## config.mk

```make
export PLATFORM = sky130hd
export DESIGN_NAME = fifo_wr_arbiter
export DESIGN_NICKNAME = d
export VERILOG_FILES = /design/src/rtl/fifo_wr_arb_pkg.sv /design/src/rtl/fifo_wr_arbiter_rr_pick.sv /design/src/rtl/fifo_wr_arbiter.sv
export SDC_FILE = /design/constraint.sdc
export NUM_CORES = 1
export LEC_CHECK = 0
export CAP_MARGIN = 20
export CORE_ASPECT_RATIO = 1.1
export CORE_MARGIN = 2
export CORE_UTILIZATION = 42
export CTS_BUF_LIST = sky130_fd_sc_hd__clkbuf_4 sky130_fd_sc_hd__clkbuf_8
export DETAILED_ROUTE_END_ITERATION = 16
export GPL_TIMING_DRIVEN = 0
export PLACE_DENSITY = 0.88
export REMOVE_ABC_BUFFERS = 1
export SLEW_MARGIN = 10
export SYNTH_ARGS = -nofsm -noshare
export SYNTH_HDL_FRONTEND = slang
export SYNTH_SLANG_ARGS = --single-unit
export TNS_END_PERCENT = 30
```

## constraint.sdc

```tcl
create_clock -name clk -period 5.1 [get_ports clk]
set_input_delay 1.02 -clock clk [delete_from_list [all_inputs] [get_ports clk]]
set_output_delay 1.02 -clock clk [all_outputs]
set_load 0.03 [all_outputs]
```

## src/rtl/fifo_wr_arb_pkg.sv

```systemverilog
// Shared types and helpers for the FIFO write arbiter and its round-robin picker.
package fifo_wr_arb_pkg;

  typedef enum logic [0:0] {
    IDLE  = 1'b0,
    BURST = 1'b1
  } state_e;

  localparam int DEF_BURST_TIMEOUT = 15;

  // Index width for n items; never below 1 so single-bit ports stay legal.
  function automatic int clog2(input int n);
    int r;
    r = 0;
    while ((1 << r) < n) r++;
    if (r < 1) r = 1;
    return r;
  endfunction

endpackage

```

## src/rtl/fifo_wr_arbiter_rr_pick.sv

```systemverilog
// Combinational round-robin picker: first set request at or after ptr, wrapping modulo N.
module rr_pick
  import fifo_wr_arb_pkg::*;
#(
  parameter int N  = 4,
  parameter int IW = clog2(N)
) (
  input  logic [N-1:0]  req,
  input  logic [IW-1:0] ptr,
  output logic [N-1:0]  grant,
  output logic [IW-1:0] idx,
  output logic          any_valid
);

  // Scan from the farthest offset down so the nearest offset to ptr wins.
  always_comb begin
    int j;
    logic [IW-1:0] j_idx;
    j         = 0;
    j_idx     = '0;
    grant     = '0;
    idx       = '0;
    any_valid = |req;
    for (int k = N - 1; k >= 0; k--) begin
      j = int'(ptr) + k;
      if (j >= N) j = j - N;
      j_idx = IW'(j);
      if (req[j_idx]) begin
        idx          = j_idx;
        grant        = '0;
        grant[j_idx] = 1'b1;
      end
    end
  end

endmodule

```

## src/rtl/fifo_wr_arbiter.sv

```systemverilog
// Round-robin burst-locking write arbiter in front of a FIFO write port, zero added latency.
// Optional stalled-burst release: define FIFO_WR_ARB_BURST_TIMEOUT_EN.
module fifo_wr_arbiter
  import fifo_wr_arb_pkg::*;
#(
  parameter int NUM_REQ       = 4,
  parameter int DATA_WIDTH    = 8,
  parameter int BURST_TIMEOUT = DEF_BURST_TIMEOUT,
  localparam int OW           = clog2(NUM_REQ)
) (
  input  logic                          clk,
  input  logic                          reset,
  input  logic [NUM_REQ-1:0]            req_valid,
  input  logic [NUM_REQ-1:0]            req_last,
  input  logic [NUM_REQ*DATA_WIDTH-1:0] req_data,
  output logic [NUM_REQ-1:0]            req_ready,
  input  logic                          fifo_wr_ready,
  output logic                          fifo_wr_en,
  output logic [DATA_WIDTH-1:0]         fifo_wr_data,
  output logic                          busy,
  output logic [OW-1:0]                 owner
);

  if (NUM_REQ < 2 || NUM_REQ > 16 || BURST_TIMEOUT < 1) begin : g_bad_cfg
    $error("fifo_wr_arbiter: unsupported parameter set");
  end

  state_e        state_q, state_d;
  logic [OW-1:0] rr_ptr_q, rr_ptr_d;
  logic [OW-1:0] owner_q, owner_d;

  logic [NUM_REQ-1:0] pick_grant;
  logic [OW-1:0]      pick_idx;
  logic               pick_any;
  logic [OW-1:0]      winner;
  logic               win_valid;
  logic               win_last;

  // Wrap explicitly so non-power-of-two NUM_REQ returns to 0, not NUM_REQ.
  function automatic logic [OW-1:0] next_idx(input logic [OW-1:0] i);
    if (int'(i) == NUM_REQ - 1) return '0;
    return i + OW'(1);
  endfunction

  rr_pick #(.N(NUM_REQ), .IW(OW)) u_pick (
    .req       (req_valid),
    .ptr       (rr_ptr_q),
    .grant     (pick_grant),
    .idx       (pick_idx),
    .any_valid (pick_any)
  );

  always_comb begin
    winner    = (state_q == BURST) ? owner_q : pick_idx;
    win_valid = (state_q == BURST) ? req_valid[owner_q] : pick_any;
    win_last  = req_last[winner];
  end

  always_comb begin
    req_ready    = '0;
    fifo_wr_en   = 1'b0;
    fifo_wr_data = req_data[winner*DATA_WIDTH +: DATA_WIDTH];
    if (!reset && fifo_wr_ready) begin
      if (state_q == BURST) req_ready[owner_q] = 1'b1;
      else                  req_ready          = pick_grant;
      fifo_wr_en = win_valid;
    end
  end

`ifdef FIFO_WR_ARB_BURST_TIMEOUT_EN
  localparam int TW = clog2(BURST_TIMEOUT + 1);
  logic [TW-1:0] idle_cnt_q, idle_cnt_d;
`endif

  always_comb begin
    state_d  = state_q;
    rr_ptr_d = rr_ptr_q;
    owner_d  = owner_q;
`ifdef FIFO_WR_ARB_BURST_TIMEOUT_EN
    idle_cnt_d = idle_cnt_q;
`endif
    if (fifo_wr_en) begin
      if (state_q == IDLE) begin
        owner_d = winner;
        if (win_last) rr_ptr_d = next_idx(winner);
        else          state_d  = BURST;
      end else if (win_last) begin
        state_d  = IDLE;
        rr_ptr_d = next_idx(owner_q);
      end
`ifdef FIFO_WR_ARB_BURST_TIMEOUT_EN
      idle_cnt_d = '0;
    end else if (state_q == BURST && !req_valid[owner_q]) begin
      // Owner has gone quiet; after BURST_TIMEOUT such cycles release the lock.
      if (idle_cnt_q == TW'(BURST_TIMEOUT - 1)) begin
        state_d    = IDLE;
        rr_ptr_d   = next_idx(owner_q);
        idle_cnt_d = '0;
      end else begin
        idle_cnt_d = idle_cnt_q + TW'(1);
      end
`endif
    end
  end

  always_ff @(posedge clk) begin
    if (reset) begin
      state_q  <= IDLE;
      rr_ptr_q <= '0;
      owner_q  <= '0;
`ifdef FIFO_WR_ARB_BURST_TIMEOUT_EN
      idle_cnt_q <= '0;
`endif
    end else begin
      state_q  <= state_d;
      rr_ptr_q <= rr_ptr_d;
      owner_q  <= owner_d;
`ifdef FIFO_WR_ARB_BURST_TIMEOUT_EN
      idle_cnt_q <= idle_cnt_d;
`endif
    end
  end

  assign busy  = (state_q == BURST);
  assign owner = owner_q;

endmodule

```

==> flow_summary.toml, run 1 <==
[flow_run]
maxCapViolCount = 0

[logic_synthesis]
synth_compound_area_share_pct = 24.51
synth_edf_count = 0
ys_ff_latch = 5
synth_cells = 150
synthSimpleGateAreaFrac_pct = 20.72
synth_top_family_by_area = "multiplexers"
synthFlopType = "dfxtp_1"
async_flop_share_pct = 0
seq_area_frac_synth_pct = 8.205
synth_fa_ha_area_share_pct = 11.28
ys.warnings.count = 0
synthMuxAreaShare_pct = 27.38
syn_area_um2 = 1220
synth.distinct_cells = 35
syn_avg_cell_area_um2 = 8.133
synth_xor_area_share_pct = 0.7179

[cells_and_area]
diodes = 0
utilization_pct = 66.13
num-nets-final = 261
layout_commonest_cell = "clkdlybuf4s50_1"
area_growth_pct = 50.56
drive_above_1_share_pct = 12.14
layout_common_cells = "50 x clkdlybuf4s50_1, 17 x nor2_1, 12 x mux2i_1"

[clock_tree]
cts_inserted_buffers = 3
htree_levels = 1
clk_pin_slew_worst_paths_ns = 0.04
clk_path_buf_depth = 2
numClockSinks = 5
cts_tree = "built"
ctsHoldBuffers = 0
clk_latency_ns = 0.25
root_buffer = "clkbuf_4"

[timing]
worstMarginPinSlew_ns = 0.8388
hold_viol = 0
whs_ns = 0.6106
slew_headroom_pct = 44.00
setup_viol = 0
setup_tns_ns = 0
min_period_over_period_pct = 97.78
fmax_ghz = 0.2005
grt_setup_unrepaired = "no"
finalWorstSetupSlack_ns = 0.1131
fin_skew_ns = 0.002699
period_needed_ns = 4.987
finalMaxSlewViolations = 0

[worst_setup_path]
worstPathRequired_ns = 4.08
ff2ff_setup_slack_ns = 1.68
critPathArrivalTime_ns = 3.97
critical_path.reg2reg.startpoint = "rr_ptr_q[1]$_SDFFE_PP0P_"
r2r-end = "rr_ptr_q[1]$_SDFFE_PP0P_"
cp_slowest_stage_delay_ns = 0.62
reg2reg_depth = 9
cpMaxStageDelayCell = "mux4_2"
start_kind = "input port"
critPathCaptureType = "output port"
critical_path_class = "in -> out"
crit_chain = "clkdlybuf4s50_1 > mux4_2 > and3_4 > o41ai_4 > buf_6 > mux2_2 > nor2_1 > a21oi_1 > dlygate4sd2_1"
path_max_fanout = 13

[place]
dp_slack_ns = -0.1895
hpwl_um = 2823
io_buffers = 58
gp_congestion = 0.9013

[floorplanning]
fp.dieW_um = 55.39
initial_core_util_pct = 43.92
die_y_um = 60.53
row_count = 20
die-area_um2 = 3352
coreArea_um2 = 2778
io_pins = 59

[grt]
grt_util_all_layers_pct = 21.68
antenna_found_initial = 0
grt_first_pass_wirelength_um = 6009
grt_max_degree = 26
grt_pass1_vias = 1393
grt_overflow = 0

[pwr]
p_leak_nw = 0.7190
peakVddDrop_mv = 0.2011
powerDensity_nw_per_um2 = 313.9
p_total_mw = 0.5765

[worst_hold_path]
min_to = "owner[0]$_SDFFE_PP0P_"
min-delay-start = "owner[0]$_SDFFE_PP0P_"
hold_path.class = "reg -> reg"
whs_path_depth = 2

[detailed_routing]
ant_nets = 0
dr.pass1.iters = 5
drc = 0
drt_iter0_markers = 41
drt_wl_total_um = 3611
routed_via_density = 5.941
wire_per_inst_um = 15.11
dr_total_vias = 1420

[status]
status = "completed"
[synthesized netlist by cell type (all sizes together), types with 3 or more instances]
cell,n,area share [%]
a211oi,8,4.9
nand2,4,1.4
a21oi,14,6.7
inv,8,2.5
ha,11,11
mux4,4,7.4
a221oi,5,3.6
nor2,17,5.2
o21ai,3,1.2
mux2i,12,9.8
clkbuf,5,1.5
buf,4,3.2
nor2b,11,5.6
dfxtp,5,8.2
mux2,11,10
nor3,9,3.7
[logic make-up (layout without fill, tap and decap cells)]
kind of cell	Yosys count	in the layout
AOI/OAI and AO/OA	40	40
xor gates and xnor gates	1	1
adders and majority gates	11	11
buffers and inverters	17	73
DFF	5	5
muxes	27	27
and+or+nand+nor	49	49
[metrics by stage]
step           cell area, µm²  std cells
3_3_place_gp             1784        232
6_report                 1837        239
2_1_floorplan            1162        141
3_5_place_dp             1808        234
4_1_cts                  1837        239
5_1_grt                  1837        239
[sequential cells by signal, indices dropped and copies added (netlist names)]
name	cells
owner	2
busy	1
rr_ptr_q	2
[worst max-delay path, delay by kind of cell]
family	cells	cell delay (ns)
multiplexers	2	0.96
AO/OA/AOI/OAI	2	0.44
buffers and inverters	3	1.19
AND/OR/NAND/NOR	2	0.35
[routing by layer]
layer | routed length [µm] | GRT usage (%)
met1 | 1426 | 24.48
met2 | 1871 | 42.35
met3 | 252 | 2.559
met4 | 61 | 8.362
met5 | 0 | 0
[worst max-delay path by stage]
stage | endpoint | slack, ns | startpoint | cells past startpoint
after CTS | fifo_wr_data[4] | 0.12 | req_valid[0] | 9
final | fifo_wr_data[4] | 0.11 | req_valid[0] | 9
after global placement | fifo_wr_data[4] | -0.53 | req_valid[0] | 8
after floorplan | fifo_wr_data[1] | 0.44 | rr_ptr_q[0]$_SDFFE_PP0P_ | 8
after detailed placement | fifo_wr_data[4] | -0.19 | req_valid[0] | 9
after global routing | fifo_wr_data[4] | 0.02 | req_valid[0] | 9
[power breakdown]
part / total (mW) / internal (mW) / switching (mW)
clock network: 0.0523 / 0.0349 / 0.0173
registers: 0.0701 / 0.0459 / 0.0243
logic: 0.454 / 0.208 / 0.246
total: 0.576 / 0.289 / 0.288
[layout make-up]
class                      count  area, µm²
tap                           33      41.29
fill                         237      940.9
sequential                     5      101.3
timing repair buffer          61      596.8
inverter                       8      30.03
clock buffer                   4      30.03
multi-input combinational    128       1037
[repair_timing]
| action | 4_1_cts | 5_1_grt |
|---|---|---|
| buffers inserted | 1 | 0 |
| gates resized for setup | 9 | 0 |
| endpoints found under the setup margin | 8 | 0 |
| hold endpoints to repair | 0 | 0 |
(Power assumes the default switching activity.)
==> run 2, diff against run 1 <==
CAP_MARGIN = not set   (was 20)
CORE_ASPECT_RATIO = not set   (was 1.1)
==> run 2 against run 1 <==
Effect of this change: global-route usage down 1.8 points; clock skew is 0.0025 ns lower; sequential power barely moved; worst setup slack improved by 0.040 ns; largest cell class unchanged; highest routed layer is now met3.
==> flow_summary.toml, run 2 (same netlist as run 1, synthesis figures left out) <==
[worst_setup_path]
critPathArrivalTime_ns = 3.93
crit_buf_inv = 3
path_max_fanout = 17
worstPathRequired_ns = 4.08
cpMaxStageDelayCell = "mux4_2"
cp_top_family = "buffers and inverters"
crit_chain = "clkdlybuf4s50_1 > mux4_2 > and3_4 > o41ai_4 > buf_12 > mux2_1 > nor2_1 > a21oi_2 > dlygate4sd2_1"
cp_slowest_stage_delay_ns = 0.62
critPathCaptureType = "output port"
critical_path_class = "in -> out"
start_kind = "input port"

[timing]
finalMaxSlewViolations = 0
period_needed_ns = 4.947
hold_viol = 0
worstMarginPinSlew_ns = 0.8074
setup_viol = 0
grt_setup_unrepaired = "no"
slew_headroom_pct = 46.10
fmax_ghz = 0.2021
fin_skew_ns = 0.0001796
min_period_over_period_pct = 97.00
setup_tns_ns = 0

[clock_tree]
clk_pin_slew_worst_paths_ns = 0.04
cts_inserted_buffers = 3
clk_path_buf_depth = 2
cts_tree = "built"
numClockSinks = 5
clk_latency_ns = 0.23
htree_levels = 1
root_buffer = "clkbuf_4"

[grt]
grt_util_all_layers_pct = 19.88
antenna_found_initial = 0
grt_overflow = 0
grt_first_pass_wirelength_um = 5478
grt_max_degree = 26
grt_pass1_vias = 1337

[floorplanning]
die_y_um = 57.90
die-area_um2 = 3352
coreArea_um2 = 2758
fp.dieW_um = 57.90
initial_core_util_pct = 44.24
io_pins = 59
row_count = 19

[place]
gp_congestion = 0.8894
hpwl_um = 2739
io_buffers = 58

[detailed_routing]
drt_wl_total_um = 3349
wire_per_inst_um = 14.13
drt_iter0_markers = 13
drc = 0
dr_total_vias = 1366
ant_nets = 0
routed_via_density = 5.764
dr.pass1.iters = 4

[cells_and_area]
layout_commonest_cell = "clkdlybuf4s50_1"
num-nets-final = 261
utilization_pct = 66.83
layout_common_cells = "50 x clkdlybuf4s50_1, 17 x nor2_1, 12 x mux2i_1"
area_growth_pct = 51.08
nFillCells = 234
diodes = 0
drive_above_1_share_pct = 12.14

[flow_run]
maxCapViolCount = 0

[worst_hold_path]
hold_path.class = "reg -> reg"

[status]
status = "completed"

[pwr]
powerDensity_nw_per_um2 = 310.3
p_leak_nw = 0.7226
peakVddDrop_mv = 0.2606
[run 2: worst min-delay path: cells and delay by family, from the launching register on]
kind	cells	cell delay, ns
and+or+nand+nor	1	0.14
AOI/OAI and AO/OA	1	0.06
DFF	1	0.39
[run 2: per-stage QoR]
step           cells  hold slack, ns  worst slack, ns  area (µm²)  power [mW]
4_1_cts          237          0.6336           0.1649        1843      0.5754
2_1_floorplan    141          0.6819           0.4361        1162      0.3730
6_report         237          0.6352           0.1530        1843      0.5718
5_1_grt          237          0.6903          0.07169        1843      0.6142
3_5_place_dp     231          0.6271          -0.5283        1794      0.5238
3_3_place_gp     230          0.6039          -0.4934        1782      0.5040
[run 2: area by class of cell]
type	count	area, µm²	share of cell area (%)
inverter	8	30.03	1.629
tap	31	38.79	2.105
multi-input combinational	128	1037	56.28
sequential	5	101.3	5.499
clock buffer	4	30.03	1.629
timing repair buffer	61	605.6	32.86
[run 2: final timing paths]
path | endpoint | slack, ns | start | cells after the start
setup / recovery | fifo_wr_data[6] | 0.15 | req_valid[0] | 9
hold / removal | owner[1]$_SDFFE_PP0P_ | 0.64 | owner[1]$_SDFFE_PP0P_ | 2
setup reg to reg | rr_ptr_q[1]$_SDFFE_PP0P_ | 1.66 | rr_ptr_q[1]$_SDFFE_PP0P_ | 9
hold reg to reg | owner[1]$_SDFFE_PP0P_ | 0.64 | owner[1]$_SDFFE_PP0P_ | 2
[run 2: layer usage]
| layer | global-route usage, % | part of all wire [%] |
|---|---|---|
| met3 | 3.348 | 5.9 |
| met5 | 0 | 0 |
| met1 | 23.15 | 41 |
| met2 | 39.77 | 53 |
| met4 | 0 | 0 |
[run 2: timing repair]
| item | CTS | global route |
|---|---|---|
| setup endpoints to repair | 8 | 0 |
| setup buffers | 2 | 0 |
| gates resized for setup | 9 | 0 |
| hold buffers | 0 | 0 |
[run 2: power by group]
group	leakage [nW]	switching (mW)	internal, mW
logic	0.663	0.239	0.213
clock network	0.0184	0.0151	0.0348
registers	0.0414	0.0242	0.0459
